## config.mk

```make
export PLATFORM = sky130hd
export DESIGN_NAME = proyect_top
export DESIGN_NICKNAME = d
export VERILOG_FILES = /design/src/rtl/proyect_top.sv
export SDC_FILE = /design/constraint.sdc
export NUM_CORES = 1
export LEC_CHECK = 0
export BUFFER_PORTS_ARGS = -buffer_cell sky130_fd_sc_hd__buf_2
export CORE_MARGIN = 2
export CORE_UTILIZATION = 45
export CTS_CLUSTER_SIZE = 40
export DETAILED_ROUTE_END_ITERATION = 16
export SYNTH_ARGS = -nofsm -noshare
export SYNTH_HDL_FRONTEND = slang
export SYNTH_SLANG_ARGS = --single-unit
```

## constraint.sdc

```tcl
create_clock -name CLK_G -period 4.8 [get_ports CLK_G]
set_input_delay 0.24 -clock CLK_G [delete_from_list [all_inputs] [get_ports CLK_G]]
set_output_delay 0.24 -clock CLK_G [all_outputs]
set_load 0.01 [all_outputs]
```

## src/rtl/proyect_top.sv

```systemverilog
// rtl/proyect_top.sv - PS/2 keyboard driven gas/temperature alarm controller.
// Receives scan-code set 2 bytes, maps keys to temperature/gas state, and runs the alarm FSM.
module proyect_top #(
  parameter int FILTER_LEN = 8,
  parameter int TIMEOUT    = 100000,
  parameter int ALE_TH     = 5,
  parameter int PEL_TH     = 8
) (
  input  logic       CLK_G,
  input  logic       reset_G,
  input  logic       ps2data,
  input  logic       ps2clk,
  input  logic       Rx_en,
  output logic [3:0] Temps,
  output logic       RESETFSM,
  output logic       Gas,
  output logic       Alerta,
  output logic       Peligro
);

  localparam int FW = $clog2(FILTER_LEN + 1);
  localparam int TW = $clog2(TIMEOUT + 1);
  localparam logic [FW-1:0] F_LAST = FW'(FILTER_LEN - 1);
  localparam logic [TW-1:0] T_LAST = TW'(TIMEOUT - 1);
  localparam logic [3:0]    ALE_T  = 4'(ALE_TH);
  localparam logic [3:0]    PEL_T  = 4'(PEL_TH);

  typedef enum logic [1:0] {NORMAL, ALERTA, PELIGRO} state_t;

  logic          clk_s1, clk_s2, dat_s1, dat_s2;
  logic          clk_filt, clk_filt_d;
  logic [FW-1:0] f_cnt;
  logic          fall;
  logic [3:0]    bit_cnt;
  logic [9:0]    shift;
  logic [10:0]   frame;
  logic          frame_ok;
  logic [TW-1:0] to_cnt;
  logic          strobe;
  logic [7:0]    rx_byte;
  logic          brk;
  logic          pel_cond, ale_cond;
  state_t        state, state_next;

  always_ff @(posedge CLK_G) begin
    if (reset_G) begin
      clk_s1 <= 1'b1;
      clk_s2 <= 1'b1;
      dat_s1 <= 1'b1;
      dat_s2 <= 1'b1;
    end else begin
      clk_s1 <= ps2clk;
      clk_s2 <= clk_s1;
      dat_s1 <= ps2data;
      dat_s2 <= dat_s1;
    end
  end

  // The filtered clock only flips after FILTER_LEN consecutive samples disagree with it.
  always_ff @(posedge CLK_G) begin
    if (reset_G) begin
      clk_filt   <= 1'b1;
      clk_filt_d <= 1'b1;
      f_cnt      <= '0;
    end else begin
      clk_filt_d <= clk_filt;
      if (clk_s2 == clk_filt) begin
        f_cnt <= '0;
      end else if (f_cnt == F_LAST) begin
        clk_filt <= clk_s2;
        f_cnt    <= '0;
      end else begin
        f_cnt <= f_cnt + 1'b1;
      end
    end
  end

  assign fall     = clk_filt_d & ~clk_filt;
  assign frame    = {dat_s2, shift};
  assign frame_ok = ~frame[0] & (^frame[9:1]) & frame[10];

  always_ff @(posedge CLK_G) begin
    if (reset_G) begin
      bit_cnt <= '0;
      shift   <= '0;
      to_cnt  <= '0;
      strobe  <= 1'b0;
      rx_byte <= '0;
    end else begin
      strobe <= 1'b0;
      if (fall) begin
        to_cnt <= '0;
        if (bit_cnt == 4'd10) begin
          bit_cnt <= '0;
          if (frame_ok && Rx_en) begin
            strobe  <= 1'b1;
            rx_byte <= frame[8:1];
          end
        end else begin
          bit_cnt <= bit_cnt + 4'd1;
          shift   <= {dat_s2, shift[9:1]};
        end
      end else if (bit_cnt != 4'd0) begin
        // A stalled keyboard must not leave a half frame to corrupt the next one.
        if (to_cnt == T_LAST) begin
          bit_cnt <= '0;
          to_cnt  <= '0;
        end else begin
          to_cnt <= to_cnt + 1'b1;
        end
      end else begin
        to_cnt <= '0;
      end
    end
  end

  always_ff @(posedge CLK_G) begin
    if (reset_G) begin
      Temps    <= '0;
      Gas      <= 1'b0;
      RESETFSM <= 1'b0;
      brk      <= 1'b0;
    end else begin
      RESETFSM <= 1'b0;
      if (strobe) begin
        if (rx_byte == 8'hF0) begin
          brk <= 1'b1;
        end else if (rx_byte == 8'hE0) begin
          brk <= brk;
        end else if (brk) begin
          brk <= 1'b0;
        end else begin
          case (rx_byte)
            8'h45: Temps <= 4'd0;
            8'h16: Temps <= 4'd1;
            8'h1E: Temps <= 4'd2;
            8'h26: Temps <= 4'd3;
            8'h25: Temps <= 4'd4;
            8'h2E: Temps <= 4'd5;
            8'h36: Temps <= 4'd6;
            8'h3D: Temps <= 4'd7;
            8'h3E: Temps <= 4'd8;
            8'h46: Temps <= 4'd9;
            8'h34: Gas <= 1'b1;
            8'h31: Gas <= 1'b0;
            8'h2D: RESETFSM <= 1'b1;
            default: Temps <= Temps;
          endcase
        end
      end
    end
  end

  assign pel_cond = (Temps >= PEL_T) || (Gas && (Temps >= ALE_T));
  assign ale_cond = (Temps >= ALE_T) || Gas;

  always_comb begin
    state_next = state;
    case (state)
      NORMAL: begin
        if (RESETFSM)      state_next = NORMAL;
        else if (pel_cond) state_next = PELIGRO;
        else if (ale_cond) state_next = ALERTA;
      end
      ALERTA: begin
        if (RESETFSM)       state_next = NORMAL;
        else if (pel_cond)  state_next = PELIGRO;
        else if (!ale_cond) state_next = NORMAL;
      end
      PELIGRO: begin
        if (RESETFSM) state_next = NORMAL;
      end
      default: state_next = NORMAL;
    endcase
  end

  always_ff @(posedge CLK_G) begin
    if (reset_G) state <= NORMAL;
    else         state <= state_next;
  end

  assign Alerta  = (state == ALERTA);
  assign Peligro = (state == PELIGRO);

endmodule

```

## Word level (Yosys, flattened, before mapping)

Index checks and enable logic that the tools add are counted.
W data, S select, Z words.

| operators by class | value |
|---|---|
| add/subtract/negate cells | 3 |
| $lt $le $gt $ge | 2 |
| eq/ne operators | 25 |
| multiplexer cells | 18 |
| bitwise logic cells | 13 |
| reduce and logical (&&, ||, !) cells | 23 |

Operators with widths:

| kind | number |
|---|---|
| $eq A8 B6 Y1 const B | 9 |
| $pmux W4 S10 | 1 |
| $add A17 B1 Y17 const B | 1 |
| $eq A17 B17 Y1 const B | 1 |
| $eq A8 B5 Y1 const B | 2 |
| $eq A8 B7 Y1 const B | 2 |
| $eq A8 B8 Y1 const B | 2 |
| $mux W4 | 4 |
| $mux W2 | 7 |
| $not A1 Y1 | 10 |
| $reduce_and A5 Y1 | 2 |
| $reduce_bool A10 Y1 | 1 |
| $reduce_xor A9 Y1 | 1 |
| $add A4 B1 Y4 const B | 2 |
| $ne A4 B4 Y1 const B | 2 |
| $reduce_and A2 Y1 | 4 |
| $pmux W2 S3 | 1 |
| $reduce_and A3 Y1 | 2 |
| $reduce_bool A2 Y1 | 3 |
| $reduce_or A3 Y1 | 2 |
| $reduce_or A5 Y1 | 1 |
| $eq A4 B3 Y1 const B | 1 |
| $eq A4 B4 Y1 const B | 1 |
| $ge A4 B3 Y1 const B | 1 |
| other kinds (13) | 21 |

| word-level totals | value |
|---|---|
| bits in registers | 59 |
| input bits | 5 |
| output and inout port bits | 8 |
| word-level logic and storage cells | 101 |

## Logic depth before layout (Yosys ltp)

Gate-level depths: netlist (run 1).

| depth | value |
|---|---|
| depth after elaboration | 6 |
| mapped depth | 8 |

## Worst setup path after synthesis (run 1)

Ideal clock, no wire load.

| timing | value |
|---|---|
| path type | register to register |
| start | reg bit_cnt[0] |
| end | reg rx_byte[7] |
| setup time | 0.129 ns |
| arrival time | 1.531 ns |
| required time | 4.671 ns |
| setup slack | 3.141 ns |
| cell stages (with the launch flop) | 8 |
| path buffers | 1 |
| period minus slack after synthesis | 1.659 ns |
| cells stage by stage | dfxtp_1 inv_1 ha_1 nand3b_1 or4_1 clkbuf_1 o21ai_0 a21oi_1 |

| between the ends | value |
|---|---|
| word-level cells in the longest chain between the ends | 2 |

RTL lines:

| what | RTL line | RTL |
|---|---|---|
| start: declaration | 34 | `logic [3:0] bit_cnt;` |
| start signal: assignment | 100 | `bit_cnt <= bit_cnt + 4'd1;` |
| $eq A4 B4 Y1 | 93 | `if (bit_cnt == 4'd10) begin` |
| $reduce_and A3 Y1 (no source line) | -- |  |
| end signal: assignment | 97 | `rx_byte <= frame[8:1];` |
| end: declaration | 40 | `logic [7:0] rx_byte;` |

No other way between the ends.
A chain may end at the register's enable or synchronous reset.

## Worst setup path after layout (run 1)

| timing | value |
|---|---|
| start | reg rx_byte[6] |
| end | reg Temps[0] |

| between the ends | value |
|---|---|
| word-level cells in the longest chain between the ends | 3 |
| elaborated cells between the ends (all ways) | 17 |

RTL lines:

| what | RTL line | RTL |
|---|---|---|
| $eq A8 B7 Y1, or another cell as far along | 133 | `case (rx_byte)` |
| $reduce_bool A10 Y1 (no source line) or $not A1 Y1 (tied branches) | -- |  |
| $reduce_and A5 Y1 (no source line) | -- |  |
| end signal: assignment | 147 | `default: Temps <= Temps;` |
| end: declaration | 14 | `output logic [3:0] Temps,` |

Parallel ways exist; a longest one is shown, timed or not.

==> results.yml, run 1 <==
run_status:
  outcome: "finished clean"
routing:
  wl_per_cell_um: 12.0
  ant_nets: 0
  drcViolationCount: 0
  vias_per_cell: 5.21
  dr.pass1.iters: 4
  drtIter0Drc: 76
  via_count: 2116
  wl_mm: 4.87
placed_design:
  placed_area_um2: 2830
  port_buffers: 12
  dp_cells: 392
  gp_congestion: 0.798
  pre_cts_ws_ns: 2.93
  dpl.hpwl_mm: 3.36
power_and_ir_drop:
  p_sw_mw: 0.186
  power_frac_seq_pct: 51.4
  p_int_mw: 0.771
  power-per-cell-area_nw_per_um2: 315
  peakVddDrop_mv: 0.187
  clkPwrFrac_pct: 47.5
  power_leakage_nw: 1.05
  netSwitchingFraction_pct: 19.5
  p_comb_share_pct: 1.1
  finalPower_mw: 0.957
global_route:
  antenna_found_initial: 0
  grt_start_max_net_pins: 41
  grt_pass1_wl_mm: 8.42
  grt_pass1_vias: 1897
  gr-usage-all-layers_pct: 16.3
  grt-ovfl-total: 0
sta:
  tightest_slew_ns: 0.645
  period_share_pct: 38.6
  finalCriticalPeriod_ns: 1.85
  worst_hold_slack_ns: 0.0925
  finalWorstSetupSlack_ns: 2.95
  slew_viol_final: 0
  setup_viol: 0
  finalHoldViolations: 0
  rsz0062_at_grt: "false"
  skew_ns: 0.00454
  fin_tns_setup_ns: 0
  maxSlewHeadroom_pct: 57.0
  max_freq_ghz: 0.539
setup_path:
  timing.rr.end: "Temps[0]"
  crit_family: "compound AO/OA/AOI/OAI gates"
  endpoint_kind: "flop"
  cp.buffers_inverters: 0
  reg2reg_depth: 5
  r2r_slack_ns: 2.95
  critPathLaunchType: "flop"
  crit_cells: 5
  crit_path_cell_trace: "or4b_2, a21oi_1, a311oi_1, a21oi_2, o21ai_0"
  cp_max_fo: 10
  arrival_ns: 2.07
  critPathMaxStageDelay_ns: 0.61
  crit_path_top_delay_cell: "or4b_2"
  r2r-start: "rx_byte[6]"
  path_class: "reg -> reg"
  cp.required_ns: 5.01
hold_path:
  min_path_type: "in -> reg"
  holdPathEnd: "dat_s1"
  hold_start: "ps2data"
  whs_path_depth: 2
clock_tree:
  cts_setup_buffers: 0
  numCtsBuffers: 9
  htreeDepth: 3
  clock_sinks: 59
  cts_root_buffer: "clkbuf_8"
  worstSkewPairLatency_ns: 0.33
  cts_resized: 0
  cts.clk_slew.worst_paths_ns: 0.06
  cts_buffer_depth: 2
  tritoncts: "yes"
  hold_buffers: 0
finish:
  finalNonFillerCells: 406
  nNetsFinal: 338
  fin_util_pct: 51.2
  num_antenna_cells: 0
  layout-drive-gt1-share_pct: 12.1
  final_cell_area_um2: 3030
  fillers: 569
  areaGrowthSynthToFinish_pct: 9.83
floorplanning:
  die_x_um: 82.4
  io-pin-count: 13
  start_util_pct: 46.7
  core-area_um2: 5920
  die_y_um: 82.4
  num_rows: 28
  dieArea_um2: 6780
synthesis:
  synth_cell_type_count: 51
  yosysMostFrequentCell: "dfxtp_1"
  synth_seq_area_share_pct: 42.8
  ys_top_cells_by_count: "dfxtp_1 (59), nor2_1 (35), nand2_1 (33), a21oi_1 (24), xor2_1 (17)"
  synth_edf_count: 0
  ys_ff_latch: 59
  ys_warn_count: 0
  yosys-top-cells-area: "dfxtp_1 (43%), xor2_1 (5.4%), nor2_1 (4.8%)"
  ys.flop_type: "dfxtp_1"
  synth.top_cell.area_share_pct: 42.8
  syn_area_um2: 2760
  avgSynthCellArea_um2: 8.69
  synth_area_leader_cell: "dfxtp_1"
  async_reset_ff_share_pct: 0
  syn_inst: 318
  synth_fp_nets: 328
run:
  cap_violations: 0
[metal layers]
| layer | global-route usage, % | routed length [µm] | vias up |
|---|---|---|---|
| met5 | 0 | 0 | - |
| met4 | 9.50 | 129 | 0 |
| met3 | 4.24 | 201 | 12 |
| met2 | 24.2 | 2020 | 43 |
| met1 | 21.3 | 2520 | 945 |
| li1 | - | - | 1116 |
[state kept, by name (all words and copies together), names as in the netlist]
| register | flops |
|---|---|
| bit_cnt | 4 |
| clk_filt_d | 1 |
| dat_s2 | 1 |
| state | 2 |
| clk_s1 | 1 |
| brk | 1 |
| strobe | 1 |
| f_cnt | 4 |
| clk_s2 | 1 |
| shift | 10 |
| rx_byte | 8 |
| dat_s1 | 1 |
| RESETFSM | 1 |
| Gas | 1 |
| to_cnt | 17 |
| clk_filt | 1 |
| Temps | 4 |
[layout make-up]
cell class              instances  area (µm²)  area share, %
clock buffers                  12         165           5.44
clock inverters                 2        35.0           1.15
inverters                       8        30.0          0.990
multi-input cells             238        1470           48.4
flip-flops and latches         59        1180           38.9
well taps                      75        93.8           3.09
repair buffers                 12        60.1           1.98
[power by group through the flow]
stage	sequential (mW)	clock (mW)	combinational, mW
6_report	0.492	0.455	0.0103
5_1_grt	0.492	0.490	0.0118
4_1_cts	0.492	0.470	0.0107
3_5_place_dp	0.503	0	0.0106
3_3_place_gp	0.503	0	0.0106
2_1_floorplan	0.503	0	0.00830
[cell families after synthesis]
| logic type | share of synthesized area, % |
|---|---|
| adders and majority gates | 2.26 |
| muxes | 0.770 |
| DFF | 42.8 |
| xor gates and xnor gates | 10.3 |
| and+or+nand+nor | 28.9 |
| AOI/OAI and AO/OA | 11.0 |
| buffers and inverters | 4.08 |
[cells in the final DEF, fill, tap and decap left out, drive strengths merged, types with 2 or more instances in the layout]
cell type and instances:
dfxtp 59, nor2 35, nand2 33, a21oi 25
xor2 18, nand3 16, o21ai 14, clkbuf 12
buf 12, nand2b 11, xnor2 10, nor3 9
inv 8, nor2b 5, nand4 5, nand3b 5
or2 5, ha 5, and3 4, or3 3
and2 3, and4 3, a311oi 3, nor3b 2
or4 2, a211oi 2, nand4bb 2, o22ai 2
nand4b 2, nor4 2
[worst max-delay path by stage]
| stage | slack, ns | startpoint | to |
|---|---|---|---|
| 6_report | 2.95 | rx_byte[6] | Temps[0] |
| 5_1_grt | 2.71 | bit_cnt[0] | to_cnt[7] |
| 4_1_cts | 2.92 | bit_cnt[0] | to_cnt[3] |
| 3_5_place_dp | 2.93 | bit_cnt[0] | to_cnt[3] |
| 3_3_place_gp | 2.95 | rx_byte[6] | Temps[3] |
| 2_1_floorplan | 3.14 | bit_cnt[0] | rx_byte[7] |
(Power assumes the default switching activity.)
==> run 2, diff against run 1 <==
Clock period 4.8 ns to 1.6 ns, I/O delays scaled along.
==> run 2 against run 1 <==
  * The flow now finishes with violations (setup timing)
  * Largest power group unchanged
  * Highest routed layer unchanged
  * Global-route usage rose by 2.3 points
  * Critical endpoint is now rx_byte[0]
  * Count of clock-buffer cells in the layout fell by 3
  * Power rose to 3.0 times the previous value
  * Via count rose by 9.4%
  * First-iteration DRC count rose by 26%
==> results.yml, run 2 (synthesis gave the netlist of run 1 again) <==
run_status:
  outcome: "complete, but fails checks"
  violations: "setup timing"
placed_design:
  gp_congestion: 0.863
  port_buffers: 12
  dpl.hpwl_mm: 3.82
finish:
  areaGrowthSynthToFinish_pct: 27.8
  largest-register: "to_cnt"
  layout-drive-gt1-share_pct: 29.7
  layout_common_cells: "dfxtp_1 (50), buf_4 (37), nor2_1 (34)"
  layout_commonest_cell: "dfxtp_1"
  num_antenna_cells: 0
  largest_reg_flops: 17
  nNetsFinal: 382
  multi_input_area_um2: 1620
  regArea_um2: 1190
  fin_util_pct: 59.6
  fillers: 544
  top_regs: "to_cnt: 17 flops, shift: 10 flops, rx_byte: 8 flops"
floorplanning:
  dieArea_um2: 6780
  die_y_um: 82.4
  die_x_um: 82.4
  core-area_um2: 5920
  io-pin-count: 13
  num_rows: 28
  start_util_pct: 46.7
power_and_ir_drop:
  peakVddDrop_mv: 0.532
  finalPower_mw: 2.84
  power_leakage_nw: 1.31
  power-per-cell-area_nw_per_um2: 803
setup_path:
  crit_start: "shift[3]"
  r2r_slack_ns: -0.05
  endpoint_kind: "flop"
  critPathLaunchType: "flop"
  cp_max_fo: 5
  cp.required_ns: 1.87
  path_class: "reg -> reg"
  arrival_ns: 1.92
  r2r-start: "shift[3]"
clock_tree:
  cts.clk_slew.worst_paths_ns: 0.07
  clock_sinks: 59
  htreeDepth: 3
  tritoncts: "yes"
  cts_buffer_depth: 2
  numCtsBuffers: 9
  cts_root_buffer: "clkbuf_8"
  worstSkewPairLatency_ns: 0.34
global_route:
  grt_start_max_net_pins: 40
  grt_pass1_vias: 2109
  grt_pass1_wl_mm: 9.59
  grt-ovfl-total: 0
  antenna_found_initial: 0
  gr-usage-all-layers_pct: 18.6
sta:
  max_freq_ghz: 0.606
  finalHoldViolations: 0
  fin_tns_setup_ns: -0.160
  skew_ns: 0.00794
  maxSlewHeadroom_pct: 74.3
  finalCriticalPeriod_ns: 1.65
  slew_viol_final: 0
  setup_viol: 8
  period_share_pct: 103
  tightest_slew_ns: 0.385
  rsz0062_at_grt: "true"
  finalWorstSetupSlack_ns: -0.0497
run:
  cap_violations: 0
routing:
  wl_per_cell_um: 12.7
  ant_nets: 0
  drtIter0Drc: 96
  dr.pass1.iters: 4
  wl_mm: 5.73
  via_count: 2315
  drcViolationCount: 0
  vias_per_cell: 5.12
hold_path:
  hold_start: "reset_G"
  min_path_type: "in -> reg"
[run 2: critical path: stages (launching register included)]
cell and delay [ns]:
dfxtp_2 0.34, xnor2_2 0.13, xnor3_2 0.49, buf_12 0.16, xor2_4 0.23, o21ai_1 0.10, a21oi_1 0.14
[run 2: per-layer routing]
metal | part of all wire (%) | track usage [%] | routed length, µm
met5 | 0 | 0 | 0
met4 | 0.59 | 5.50 | 34
met3 | 3.7 | 6.20 | 209
met2 | 50 | 31.3 | 2870
met1 | 46 | 22.4 | 2610
[run 2: stage by stage]
stage          setup slack, ns  std cells  cell area (µm²)  hold slack, ns
2_1_floorplan          0.00783        318             2780           0.184
3_3_place_gp            -0.101        430             3140           0.261
3_5_place_dp           -0.0932        430             3140           0.269
4_1_cts                -0.0330        449             3430          0.0344
5_1_grt                 -0.115        452             3530           0.117
6_report               -0.0497        452             3530           0.108
[run 2: path summary, 6_finish.rpt]
check | end | cells after the start
max | rx_byte[0] | 6
min | to_cnt[4] | 3
max reg2reg | rx_byte[0] | 6
min reg2reg | clk_s2 | 1
[run 2: layout make-up]
type                       count  share of cell area, %
clock buffer                   9                   3.51
inverter                       8                  0.851
multi-input combinational    240                   45.9
sequential                    59                   33.8
tap                           75                   2.66
timing repair buffer          54                   11.3
clock inverter                 7                   1.95
[run 2: repair_timing]
action                     in CTS  in global routing
hold buffers                    2                  0
hold endpoints to repair        2                  0
setup endpoints to repair      23                 39
resized for setup              23                 20
gates cloned                    1                  1
pin swaps                      12                 10
buffers inserted                1                  3
[run 2: power by group]
part           internal (mW)  switching, mW  total, mW
logic                 0.0158         0.0220     0.0378
clock network          0.712          0.611       1.32
registers               1.47        0.00220       1.48
total                   2.20          0.635       2.84
==> run 3, diff against run 2 <==
Settings changed: ABC_AREA from default to 1, CAP_MARGIN from default to 20.
==> run 3 against run 2 <==
  * The run now ends clean
  * Global-route usage fell by 1.9 points
  * Synthesized cell count rose by 26%
  * Core utilization decreased by 4.5 points
  * Setup slack improved by 0.16 ns
  * Sequential power hardly changed
  * Area after synthesis is 2.4% higher
  * Sequential share of layout area is 2.1 points higher
  * Final cell count rose by 13%
  * Design area decreased by 6.5%
  * Critical endpoint is now to_cnt[10]
==> results.yml, run 3 <==
setup_path:
  cp.buffers_inverters: 0
  crit_family: "simple AND/OR/NAND/NOR gates"
  arrival_ns: 1.75
  cp_max_fo: 4
  reg2reg_depth: 7
  crit_cells: 7
  endpoint_kind: "flop"
  crit_path_top_delay_cell: "dfxtp_2"
  path_class: "reg -> reg"
  critPathLaunchType: "flop"
  critPathMaxStageDelay_ns: 0.34
  cp.required_ns: 1.87
  crit_path_cell_trace: "ha_2, nand2_1, nor2_4, nand2_2, or2_4, or2_0, a21oi_1"
placed_design:
  port_buffers: 12
  gp_congestion: 0.888
  dp_cells: 489
  dpl.hpwl_mm: 3.91
finish:
  largest-register: "to_cnt"
  areaGrowthSynthToFinish_pct: 16.7
  finalNonFillerCells: 511
  multi_input_area_um2: 1500
  largest_reg_flops: 17
  num_antenna_cells: 0
  top_regs: "to_cnt: 17 flops, shift: 10 flops, rx_byte: 8 flops"
  layout_commonest_cell: "nand2_1"
  layout_common_cells: "nand2_1 (93), dfxtp_1 (56), inv_1 (45)"
  nNetsFinal: 441
  regArea_um2: 1180
  fillers: 590
  layout-drive-gt1-share_pct: 15.8
routing:
  wl_mm: 5.52
  vias_per_cell: 4.91
  drcViolationCount: 0
  dr.pass1.iters: 4
  drtIter0Drc: 144
  wl_per_cell_um: 10.8
  ant_nets: 0
  via_count: 2511
synthesis:
  synth_area_leader_cell: "dfxtp_1"
  ys.flop_type: "dfxtp_1"
  ys_warn_count: 0
  syn_area_um2: 2830
  ys_top_cells_by_count: "nand2_1 (95), dfxtp_1 (59), inv_1 (47), nor2_1 (43), a21oi_1 (38)"
  synth.top_cell.area_share_pct: 41.8
  syn_inst: 402
  yosysMostFrequentCell: "nand2_1"
  ys_ff_latch: 59
  yosys-top-cells-area: "dfxtp_1 (42%), nand2_1 (13%), a21oi_1 (6.7%)"
  synth_cell_type_count: 35
  async_reset_ff_share_pct: 0
  synth_edf_count: 0
  synth_seq_area_share_pct: 41.8
  avgSynthCellArea_um2: 7.04
  synth_fp_nets: 412
clock_tree:
  cts_root_buffer: "clkbuf_8"
  cts_buffer_depth: 2
  htreeDepth: 3
  numCtsBuffers: 9
  cts.clk_slew.worst_paths_ns: 0.06
  clock_sinks: 59
  tritoncts: "yes"
  worstSkewPairLatency_ns: 0.33
floorplanning:
  num_rows: 28
  core-area_um2: 5990
  die_x_um: 83.3
  start_util_pct: 47.2
  die_y_um: 83.3
  io-pin-count: 13
  dieArea_um2: 6940
sta:
  max_freq_ghz: 0.673
  finalCriticalPeriod_ns: 1.49
  setup_viol: 0
  period_share_pct: 92.9
  maxSlewHeadroom_pct: 79.8
  finalHoldViolations: 0
  slew_viol_final: 0
  tightest_slew_ns: 0.300
  skew_ns: 0.00834
power_and_ir_drop:
  power_leakage_nw: 1.29
  power-per-cell-area_nw_per_um2: 798
  peakVddDrop_mv: 0.607
  finalPower_mw: 2.63
global_route:
  grt-ovfl-total: 0
  grt_pass1_wl_mm: 9.54
  grt_start_max_net_pins: 24
  antenna_found_initial: 0
  gr-usage-all-layers_pct: 16.6
  grt_pass1_vias: 2269
run_status:
  outcome: "finished clean"
hold_path:
  whs_path_depth: 4
  min_path_type: "in -> reg"
run:
  cap_violations: 0
run 3: cell types whose count changed in the layout (fill, tap and decap cells not counted), sizes merged, moves of 4 or more:
cell	before	now
nand2	33	98
inv	8	48
buf	52	22
nand3	16	35
xor2	19	4
a21oi	25	38
nand2b	12	0
nor2	35	47
xnor2	10	1
clkbuf	9	14
nor2b	5	0
and3	4	0
or2	5	9
run 3: power by group:
group	internal [mW]	total [mW]	leakage [nW]	switching (mW)
Sequential	1.48	1.48	0.478	0.00481
Combinational	0.0268	0.0635	0.731	0.0366
Clock	0.556	1.09	0.0812	0.534
Total	2.06	2.63	1.29	0.575
run 3: cell families after synthesis:
kind of cell	after synthesis	synth area share, %
xor+xnor	5	1.55
simple gates	216	34.8
compound gates	62	11.7
buf+inv	55	8.01
flops	59	41.8
fa+ha+maj	5	2.21
run 3: layer usage:
metal | vias up | part of all wire (%) | GRT usage (%)
met5 | - | 0 | 0
met4 | 0 | 0.98 | 9.24
met3 | 5 | 2.7 | 4.08
met2 | 22 | 44 | 24.9
met1 | 1112 | 52 | 22.0
li1 | 1372 | - | -
run 3: worst min-delay path, cell delays in order:
cell and delay (ns):
buf_2 0.09, inv_1 0.07, o21ai_0 0.08, a21oi_1 0.05
run 3: final timing paths:
kind              startpoint          to  slack [ns]
setup / recovery   to_cnt[0]  to_cnt[10]        0.11
hold / removal       reset_G  bit_cnt[0]        0.09
setup reg to reg   to_cnt[0]  to_cnt[10]        0.11
hold reg to reg       dat_s1      dat_s2        0.41
run 3: layout make-up:
cell class	count	share of cell area [%]
inverters	48	5.46
repair buffers	25	5.84
multi-input cells	288	45.3
flip-flops and latches	59	35.9
clock inverters	3	0.455
well taps	75	2.84
clock buffers	13	4.21
run 3: per-stage QoR:
| stage | utilization (%) | worst slack, ns | hold WS, ns | instance area (µm²) | setup TNS [ns] |
|---|---|---|---|---|---|
| floorplan | - | 0.123 | 0.184 | 2830 | 0 |
| global placement | 50.1 | 0.0820 | 0.264 | 3000 | 0 |
| detailed placement | 50.1 | 0.0123 | 0.268 | 3000 | 0 |
| CTS | 53.1 | 0.0344 | 0.0799 | 3180 | 0 |
| global route | 55.1 | -0.0167 | 0.107 | 3300 | -0.0371 |
| finish | 55.1 | 0.113 | 0.0931 | 3300 | 0 |
run 3: timing repair:
action,CTS,global route
pin swaps,0,6
resized for setup,1,21
setup buffers,0,3
setup endpoints to repair,2,29
hold endpoints to repair,2,0
hold buffers,2,0
gates cloned,0,1
